`src/rtl/run_monitor.sv`:
```
// Finish detection, run counters and an in-order store-trace FIFO for the pipelined core.
// Gating outputs are combinational from pc; counters and trace state update one edge later.
module run_monitor #(
  parameter int DEPTH = 16,
  parameter int CNT_W = 32
) (
  input  logic             clk,
  input  logic             reset,
  input  logic [31:0]      pc,
  input  logic [31:0]      pc_finished,
  input  logic             memwrite,
  input  logic [31:0]      dataadr,
  input  logic [31:0]      writedata,
  input  logic             flushD,
  input  logic             stallD,
  output logic             finish,
  output logic             cpu_en,
  output logic             dmem_we,
  output logic [CNT_W-1:0] cycle_cnt,
  output logic [CNT_W-1:0] instr_cnt,
  output logic [CNT_W-1:0] store_cnt,
  output logic             trace_valid,
  input  logic             trace_ready,
  output logic [31:0]      trace_addr,
  output logic [31:0]      trace_data,
  output logic             overflow
);

  localparam int AW = (DEPTH > 1) ? $clog2(DEPTH) : 1;
  localparam logic [AW:0] FULL_OCC = (AW+1)'(DEPTH);

  logic          hit;
  logic          done_r;
  logic          running;
  logic          store_acc;
  logic          pop;
  logic          push;
  logic          full;
  logic [AW-1:0] rd_ptr;
  logic [AW-1:0] wr_ptr;
  logic [AW:0]   occ;
  logic [63:0]   mem [DEPTH];
  logic [63:0]   last_head;
  logic [63:0]   head;

  assign hit       = (pc == pc_finished);
  assign finish    = done_r | hit;
  assign cpu_en    = ~finish;
  assign dmem_we   = memwrite & ~finish;
  assign running   = ~finish;
  assign store_acc = running & memwrite;

  assign trace_valid = (occ != '0);
  assign full        = (occ == FULL_OCC);
  assign pop         = trace_valid & trace_ready;
  // A pop in the same cycle frees the slot, so a full FIFO still accepts.
  assign push        = store_acc & (~full | pop);

  assign head       = trace_valid ? mem[rd_ptr] : last_head;
  assign trace_addr = head[63:32];
  assign trace_data = head[31:0];

  always_ff @(posedge clk) begin
    if (reset) begin
      done_r    <= 1'b0;
      cycle_cnt <= '0;
      instr_cnt <= '0;
      store_cnt <= '0;
      overflow  <= 1'b0;
      rd_ptr    <= '0;
      wr_ptr    <= '0;
      occ       <= '0;
      last_head <= '0;
    end else begin
      if (hit)
        done_r <= 1'b1;
      if (running && cycle_cnt != '1)
        cycle_cnt <= cycle_cnt + 1'b1;
      if (running && !flushD && !stallD && instr_cnt != '1)
        instr_cnt <= instr_cnt + 1'b1;
      if (store_acc && store_cnt != '1)
        store_cnt <= store_cnt + 1'b1;
      if (store_acc && !push)
        overflow <= 1'b1;
      if (trace_valid)
        last_head <= mem[rd_ptr];
      if (push)
        wr_ptr <= wr_ptr + 1'b1;
      if (pop)
        rd_ptr <= rd_ptr + 1'b1;
      if (push && !pop)
        occ <= occ + 1'b1;
      else if (pop && !push)
        occ <= occ - 1'b1;
    end
  end

  // Storage is not reset; occupancy alone decides which entries are live.
  always_ff @(posedge clk) begin
    if (push)
      mem[wr_ptr] <= {dataadr, writedata};
  end

endmodule

```
`config.mk`:
```
export PLATFORM = sky130hd
export DESIGN_NAME = run_monitor
export DESIGN_NICKNAME = d
export VERILOG_FILES = /design/src/rtl/run_monitor.sv
export SDC_FILE = /design/constraint.sdc
export NUM_CORES = 1
export LEC_CHECK = 0
export BUFFER_PORTS_ARGS = -buffer_cell sky130_fd_sc_hd__buf_2
export CORE_MARGIN = 5
export CORE_UTILIZATION = 38
export CTS_CLUSTER_SIZE = 8
export DETAILED_ROUTE_END_ITERATION = 12
export MAX_ROUTING_LAYER = met4
export PLACE_DENSITY = 0.64
export REMOVE_ABC_BUFFERS = 1
export SYNTH_ARGS = -nofsm -noshare
export SYNTH_HDL_FRONTEND = slang
export SYNTH_SLANG_ARGS = --single-unit
```
`constraint.sdc`:
```
create_clock -name clk -period 17.17 [get_ports clk]
set_clock_uncertainty 0.15 [all_clocks]
set_input_delay 3.434 -clock clk [delete_from_list [all_inputs] [get_ports clk]]
set_output_delay 3.434 -clock clk [all_outputs]
set_load 0.1 [all_outputs]
```
==> results of run 1 <==
cell usage after synthesis (3+ instances only):
master       n
o21ai_0     16
nor3_2       8
buf_2       11
nand3b_1     3
dfxtp_1    179
nand3_1     32
mux2_2      70
nand4_1     39
xor2_1      24
nor4_1      26
clkbuf_1    73
or3_1       17
nor2b_1     71
and2_1       6
buf_1       28
o31ai_1      3
mux4_2     320
a21oi_1     27
and3_1      28
inv_1       19
nor4b_1      3
nor2_1     111
ha_1        12
mux2i_1      4
nor3_1      23
edfxtp_1  1024
or4_1        4
nand2_1     43
xnor2_1     87
and4_1       8
logic make-up after synthesis:
kind of cell	share of synthesized area [%]
muxes	17.20
AOI/OAI and AO/OA	0.6723
buffers and inverters	1.170
and+or+nand+nor	5.012
xor gates and xnor gates	2.081
DFF	73.50
adders and majority gates	0.3643
flip-flops by register name (all words and copies together), names as in the netlist, 4 cells and up, named ones only:
register and flops:
cycle_cnt 32, rd_ptr 4, last_head 64, occ 5
store_cnt 32, instr_cnt 32, wr_ptr 4, mem 1024
area by class of cell:
type | instances | area [um2]
fill | 10270 | 66900
sequential | 1203 | 34350
multi-input combinational | 1006 | 11930
clock buffer | 293 | 4757
tap | 1625 | 2033
timing repair buffer | 333 | 1773
clock inverter | 11 | 190.2
inverter | 20 | 75.07
antenna | 15 | 37.54
critical path: cells and delay by family:
family | cells | cell delay [ps]
AND/OR/NAND/NOR | 2 | 1030
AO/OA/AOI/OAI | 1 | 140
XOR/XNOR | 1 | 170
buffers and inverters | 4 | 1210
worst max path at each step:
stage / end / slack, ps
3_5_place_dp: finish / 7590
3_3_place_gp: finish / 7650
5_1_grt: finish / 7460
4_1_cts: finish / 7570
2_1_floorplan: trace_addr[0] / 1530
6_report: finish / 7590
layer usage:
metal,vias to the layer above,global-route usage (%),share of wire [%]
met4,0,4.606,1.9
met1,12560,22.32,41
met2,966,28.64,49
met5,-,-,0
met3,177,4.160,7.6
li1,10330,-,-
power by group:
part | internal (mW) | leakage, nW | switching [mW]
clock network | 1.87 | 2.35 | 1.20
registers | 3.32 | 10.7 | 0.0829
logic | 0.856 | 4.66 | 1.71
total | 6.04 | 17.7 | 2.99
per-stage QoR:
step | hold WS [ps] | power [mW] | setup WS (ps) | util (%)
after floorplan | 301.6 | 5.902 | 1526 | -
after global placement | 303.1 | 6.026 | 7645 | 41.10
after detailed placement | 340.4 | 6.064 | 7588 | 41.10
after CTS | 350.0 | 9.160 | 7570 | 45.15
after global routing | 381.0 | 9.395 | 7459 | 45.18
final | 352.1 | 9.031 | 7588 | 45.18
==> insert_results.sql, run 1 <==
INSERT INTO impl_metrics (metric_group, metric, value, unit) VALUES
('worst_setup_path', 'setup.worst_path.start_class', 'input pin', ''),
('route', 'routed_wire_length_per_instance', '24.88', 'um'),
('worst_setup_path', 'cp-end-kind', 'primary output', ''),
('grt', 'total_routing_usage_reported_by_global_routing', '17.56', '%'),
('synthesis', 'synth.lib_cells_used.distinct', '48', ''),
('synthesis', 'ys_dominant_reg_cell', 'edfxtp_1', ''),
('final_layout', 'layout.cell_area.non_filler', '55140', 'um2'),
('synthesis', 'synth_async_sr_flop_share', '0', '%'),
('hold_path', 'holdCritStartpoint', 'rd_ptr[3]', ''),
('worst_setup_path', 'crit_path_max_incr_delay', '920', 'ps'),
('clock_network', 'cts_sinks', '1203', ''),
('clock_network', 'cts_hold_buffers', '0', ''),
('clock_network', 'cts.path.max_buffers', '3', ''),
('placement', 'placedCellCount', '4187', ''),
('synthesis', 'synthesis.yosys.warnings', '0', ''),
('timing', 'period_needed', '9582', 'ps'),
('pwr', 'leakage', '17.72', 'nW'),
('worst_setup_path', 'timing.critical_path.from', 'pc_finished[1]', ''),
('route', 'remaining_antenna_violation_count', '0', ''),
('placement', 'finalWeightedCongestion', '0.8719', ''),
('route', 'drt_first_pass_iters', '5', ''),
('floorplanning', 'rows', '128', ''),
('worst_setup_path', 'critical_path.cell_chain', 'buf_2 > xnor2_1 > nand4_1 > nor4_1 > a21oi_1 > buf_4 > inv_2 > buf_2', ''),
('worst_setup_path', 'cp.required', '13590', 'ps'),
('placement', 'total_cell_area_at_the_placement_stage', '50150', 'um2'),
('floorplanning', 'boundaryPins', '299', ''),
('final_layout', 'instances_no_fill', '4506', ''),
('clock_network', 'number_of_cts_inserted_buffers', '168', ''),
('grt', 'grt_pass1_vias', '25180', ''),
('grt', 'maximum_number_of_pins_on_one_net_before_global_route_repair', '109', ''),
('synthesis', 'synth_sequential_area_ratio', '73.50', '%'),
('synthesis', 'synth_enable_flop_cells', '1024', ''),
('clock_network', 'cts_tree', 'yes', ''),
('timing', 'hold_viol', '0', ''),
('clock_network', 'htree_num_levels', '4', ''),
('synthesis', 'synth.largest_area_cell', 'edfxtp_1', ''),
('floorplanning', 'design.die.area', '130000', 'um2'),
('worst_setup_path', 'worst_path_max_fanout', '27', ''),
('pwr', 'cellPowerDensity', '163.8', 'nW/um2'),
('run_status', 'run_status', 'completed', ''),
('worst_setup_path', 'crit_top_cell', 'buf_2', ''),
('final_layout', 'layout.cells.most_common_list', '1,024 x edfxtp_1, 320 x mux4_2, 297 x buf_2', ''),
('final_layout', 'layout_commonest_cell', 'edfxtp_1', ''),
('final_layout', 'layout-area-overhead-vs-synth', '18.04', '%'),
('clock_network', 'cts-resized-gates', '0', ''),
('timing', 'rsz_0062_raised_after_global_routing', 'no', ''),
('final_layout', 'drive_above_1_share', '32.97', '%'),
('clock_network', 'cts.root.buffer_cell', 'clkbuf_16', ''),
('route', 'vias', '24040', ''),
('placement', 'hpwl', '59830', 'um'),
('grt', 'overflow', '0', ''),
('synthesis', 'synth_top_cells_by_area', 'edfxtp_1 66%, mux4_2 15%, dfxtp_1 7.7%, mux2_2 1.7%, xnor2_1 1.6%', ''),
('final_layout', 'finalNetCount', '2879', ''),
('worst_setup_path', 'worst_r2r_endpoint', 'occ[4]', ''),
('hold_path', 'hold_class', 'reg -> reg', ''),
('worst_setup_path', 'slowest_stage', 'nor4_1', ''),
('floorplanning', 'initial_utilization', '38.28', '%'),
('worst_setup_path', 'critPathArrivalTime', '6000', 'ps'),
('synthesis', 'synth_area_per_cell', '19.92', 'um2'),
('synthesis', 'syn_inst', '2345', ''),
('synthesis', 'yosys_register_bits', '1203', ''),
('worst_setup_path', 'worst-setup-path-type', 'in -> out', ''),
('job', 'max-cap-violations', '0', ''),
('route', 'routed_via_density', '5.334', ''),
('route', 'drt-initial-drc-count', '2260', ''),
('timing', 'setup_violations', '0', ''),
('worst_setup_path', 'reg2reg_from', 'occ[0]', ''),
('grt', 'antenna_found_initial', '24', ''),
('floorplanning', 'core_region_area', '122000', 'um2'),
('synthesis', 'synthDominantCellAreaShare', '65.83', '%'),
('route', 'wirelength', '112100', 'um');
Power figures use the tool's default switching activity.
==> run 2, diff against run 1 <==
Settings changed: ABC_AREA from default to 1.
Clock period 17.17 ns to 9.8 ns, I/O delays scaled along.
==> run 2 against run 1 <==
Net effect: clock-buffer cell count decreased by 10; via count up 48%; total power rose by 77%; routed wire length grew 24%; first-iteration DRC count grew 40%; sequential share of layout area is 3.5 points lower; final area grew 5.9%; synthesized area is 7.5% higher; flip-flop and latch count is the same; critical path depth increased by 3; core utilization down 0.78 points; critical endpoint is now trace_data[10]; largest power group unchanged; highest routed layer unchanged.
==> insert_results.sql, run 2 <==
INSERT INTO impl_metrics (metric_group, metric, value, unit) VALUES
('synthesis', 'synth_area_per_cell', '11.09', 'um2'),
('final_layout', 'instances_no_fill', '6675', ''),
('pwr', 'comb_power_share', '28.8', '%'),
('timing', 'setup_violations', '0', ''),
('route', 'remaining_antenna_violation_count', '0', ''),
('worst_setup_path', 'critPathArrivalTime', '5060', 'ps'),
('clock_network', 'cts_tree', 'yes', ''),
('route', 'met3RoutedLength', '10670', 'um'),
('clock_network', 'cts_hold_buffers', '0', ''),
('synthesis', 'yosys-top-cells-count', '1,024 x edfxtp_1, 743 x nor2_1, 657 x nand2_1', ''),
('worst_setup_path', 'setup.worst_path.start_class', 'flip-flop', ''),
('synthesis', 'synthesis.yosys.warnings', '0', ''),
('pwr', 'vdd.ir_drop.worst', '0.3756', 'mV'),
('synthesis', 'syn_inst', '4529', ''),
('pwr', 'switchingPower', '6.020', 'mW'),
('final_layout', 'drive_above_1_share', '12.47', '%'),
('run_status', 'run_status', 'completed', ''),
('grt', 'wire_length_of_the_first_global_routing_pass', '210700', 'um'),
('floorplanning', 'boundaryPins', '299', ''),
('final_layout', 'layout-area-overhead-vs-synth', '16.23', '%'),
('timing', 'hold_viol', '0', ''),
('grt', 'total_routing_usage_reported_by_global_routing', '19.90', '%'),
('timing', 'max_slew.worst_pin.slew', '1110', 'ps'),
('grt', 'maximum_number_of_pins_on_one_net_before_global_route_repair', '181', ''),
('clock_network', 'cts_post_setup_buffers_inserted', '0', ''),
('timing', 'slew_headroom', '26.00', '%'),
('timing', 'fin_hold_ws', '297.0', 'ps'),
('placement', 'hpwl', '75400', 'um'),
('worst_setup_path', 'worst-r2r-setup-slack', '5520', 'ps'),
('synthesis', 'synthDominantCellAreaShare', '61.23', '%'),
('pwr', 'sequentialPowerShare', '36.9', '%'),
('worst_setup_path', 'worst_r2r_endpoint', 'occ[4]', ''),
('timing', 'rsz_0062_raised_after_global_routing', 'no', ''),
('worst_setup_path', 'cp-end-kind', 'primary output', ''),
('synthesis', 'synth_sequential_area_ratio', '68.36', '%'),
('floorplanning', 'die-width', '373.5', 'um'),
('timing', 'timing.final.crit_share', '73.16', '%'),
('grt', 'grt_pass1_vias', '34310', ''),
('synthesis', 'synth.largest_area_cell', 'edfxtp_1', ''),
('hold_path', 'holdCritStartpoint', 'overflow', ''),
('job', 'max-cap-violations', '0', ''),
('synthesis', 'mappedNetlistArea', '50220', 'um2'),
('pwr', 'leakage', '20.46', 'nW'),
('pwr', 'power_share_of_the_clock_group', '34.2', '%'),
('clock_network', 'number_of_cts_inserted_buffers', '170', ''),
('route', 'routed_via_density', '5.338', ''),
('clock_network', 'htree_num_levels', '4', ''),
('route', 'drc', '0', ''),
('worst_setup_path', 'cp.required', '7690', 'ps'),
('synthesis', 'synth_xor_area_share', '1.343', '%'),
('synthesis', 'synthesized_area_fraction_occupied_by_and_or_nand_nor_cells', '14.31', '%'),
('final_layout', 'layout.cell_area.non_filler', '58370', 'um2'),
('route', 'drt-initial-drc-count', '3157', ''),
('hold_path', 'min_to', 'overflow', ''),
('pwr', 'cellInternalPower', '9.983', 'mW'),
('synthesis', 'ys_dominant_reg_cell', 'edfxtp_1', ''),
('route', 'wirelength', '139400', 'um'),
('final_layout', 'registers.top_by_ff_count', 'mem', ''),
('synthesis', 'yosys-mux-area-fraction', '0', '%'),
('worst_setup_path', 'depth_of_the_worst_register_to_register_path', '16', ''),
('clock_network', 'clk_latency', '770', 'ps'),
('synthesis', 'post-synth-top-count-cell', 'edfxtp_1', ''),
('timing', 'fmax', '0.1395', 'GHz'),
('clock_network', 'cts-resized-gates', '0', ''),
('route', 'drt_first_pass_iters', '5', ''),
('final_layout', 'largest_register_ff_count', '1024', ''),
('synthesis', 'synth.lib_cells_used.distinct', '40', ''),
('synthesis', 'synth-adder-area-share', '0.3388', '%'),
('placement', 'io_buffer_count', '298', ''),
('worst_setup_path', 'worst-setup-path-type', 'reg -> out', ''),
('timing', 'drv_slew', '0', ''),
('grt', 'overflow', '0', ''),
('final_layout', 'finalNetCount', '4920', ''),
('pwr', 'power_switching_share', '37.62', '%'),
('floorplanning', 'floorplan.die.height', '373.5', 'um'),
('placement', 'total_cell_area_at_the_placement_stage', '53260', 'um2'),
('clock_network', 'cts.root.buffer_cell', 'clkbuf_16', ''),
('final_layout', 'regs_by_ff_count', 'mem x1024, last_head x64', ''),
('worst_setup_path', 'worst_path_max_fanout', '107', ''),
('floorplanning', 'design.die.area', '139500', 'um2'),
('synthesis', 'synth_top_cells_by_area', 'edfxtp_1 61%, dfxtp_1 7.1%, nor2_1 5.6%, nand2_1 4.9%, o21ai_0 4.8%', ''),
('hold_path', 'hold_class', 'reg -> reg', ''),
('placement', 'dp_worst_setup_slack', '3431', 'ps'),
('route', 'routed_wire_length_per_instance', '20.89', 'um'),
('route', 'wirelength_met1', '59060', 'um'),
('grt', 'antenna_found_initial', '29', ''),
('synthesis', 'synth_async_sr_flop_share', '0', '%'),
('route', 'top_signal_layer_used', 'met4', ''),
('route', 'vias', '35630', ''),
('final_layout', 'layout.cells.most_common_list', '1,024 x edfxtp_1, 725 x nor2_1, 657 x nand2_1', ''),
('clock_network', 'cts_sinks', '1203', ''),
('final_layout', 'layout_commonest_cell', 'edfxtp_1', ''),
('timing', 'period_needed', '7169', 'ps'),
('route', 'met2_length', '66460', 'um'),
('synthesis', 'synth_enable_flop_cells', '1024', ''),
('clock_network', 'cts.path.max_buffers', '3', ''),
('pwr', 'cellPowerDensity', '274.2', 'nW/um2'),
('floorplanning', 'core_region_area', '131500', 'um2'),
('floorplanning', 'initial_utilization', '38.20', '%'),
('timing', 'post-route-worst-setup-slack', '2631', 'ps'),
('hold_path', 'worstHoldPathCells', '2', ''),
('placement', 'finalWeightedCongestion', '0.8803', ''),
('synthesis', 'synth_top_family_by_area', 'simple AND/OR/NAND/NOR gates', ''),
('synthesis', 'yosys_register_bits', '1203', ''),
('worst_setup_path', 'reg2reg_from', 'occ[1]', ''),
('floorplanning', 'rows', '133', ''),
('clock_network', 'clk_pin_slew_worst_setup_hold_paths', '50', 'ps'),
('placement', 'placedCellCount', '6356', ''),
('synthesis', 'synth-compound-area-share', '11.59', '%');
-- run 2: logic make-up (layout without fill, tap and decap cells) --
family	count (synthesis)	in the layout
DFF	1203	1203
AOI/OAI and AO/OA	1009	1009
other	0	22
buffers and inverters	494	863
xor gates and xnor gates	77	77
adders and majority gates	13	13
and+or+nand+nor	1733	1733
-- run 2: worst max-delay path by stage --
stage,end,slack [ps],cells after the start
2_1_floorplan,trace_addr[0],-11920,7
3_3_place_gp,trace_addr[16],3430,11
3_5_place_dp,trace_addr[16],3430,11
4_1_cts,trace_addr[16],2620,11
5_1_grt,trace_addr[16],2270,11
6_report,trace_data[10],2630,11
-- run 2: worst max-delay path: stages, from the launching register on --
cell	delay, ps
dfxtp_4	890
buf_4	960
buf_4	880
o21ai_0	270
nor2_1	170
a21oi_1	60
a21oi_1	160
o21ai_1	90
nand2_1	100
nand2_1	70
nand2_1	80
buf_2	420
-- run 2: per-stage QoR --
step	util [%]	power (mW)	setup TNS (ps)
3_3_place_gp	40.52	10.60	0
5_1_grt	44.40	16.72	0
6_report	44.40	16.00	0
4_1_cts	44.36	16.15	0
2_1_floorplan	-	9.568	-1372940
3_5_place_dp	40.52	10.65	0
-- run 2: area by class of cell --
class,count,area [um2]
Timing Repair Buffer,351,1908
Antenna cell,22,55.05
Clock buffer,283,4795
Fill cell,12130,73090
Clock inverter,14,256.5
Tap cell,1755,2196
Multi-Input combinational cell,2832,13980
Inverter,215,835.8
Sequential cell,1203,34350
-- run 2: per-layer routing --
layer  vias to the layer above  GRT usage, %
met1                     17400         25.53
met5                         -             -
met2                      1297         31.96
met3                       247         4.480
li1                      16690             -
met4                         0         5.631
-- run 2: power by group through the flow --
stage	clock (mW)	combinational [mW]	sequential (mW)
floorplan	0	3.45	6.12
CTS	5.59	4.65	5.91
detailed placement	0	4.64	6.01
global route	5.83	4.96	5.93
global placement	0	4.60	6.00
finish	5.48	4.62	5.91
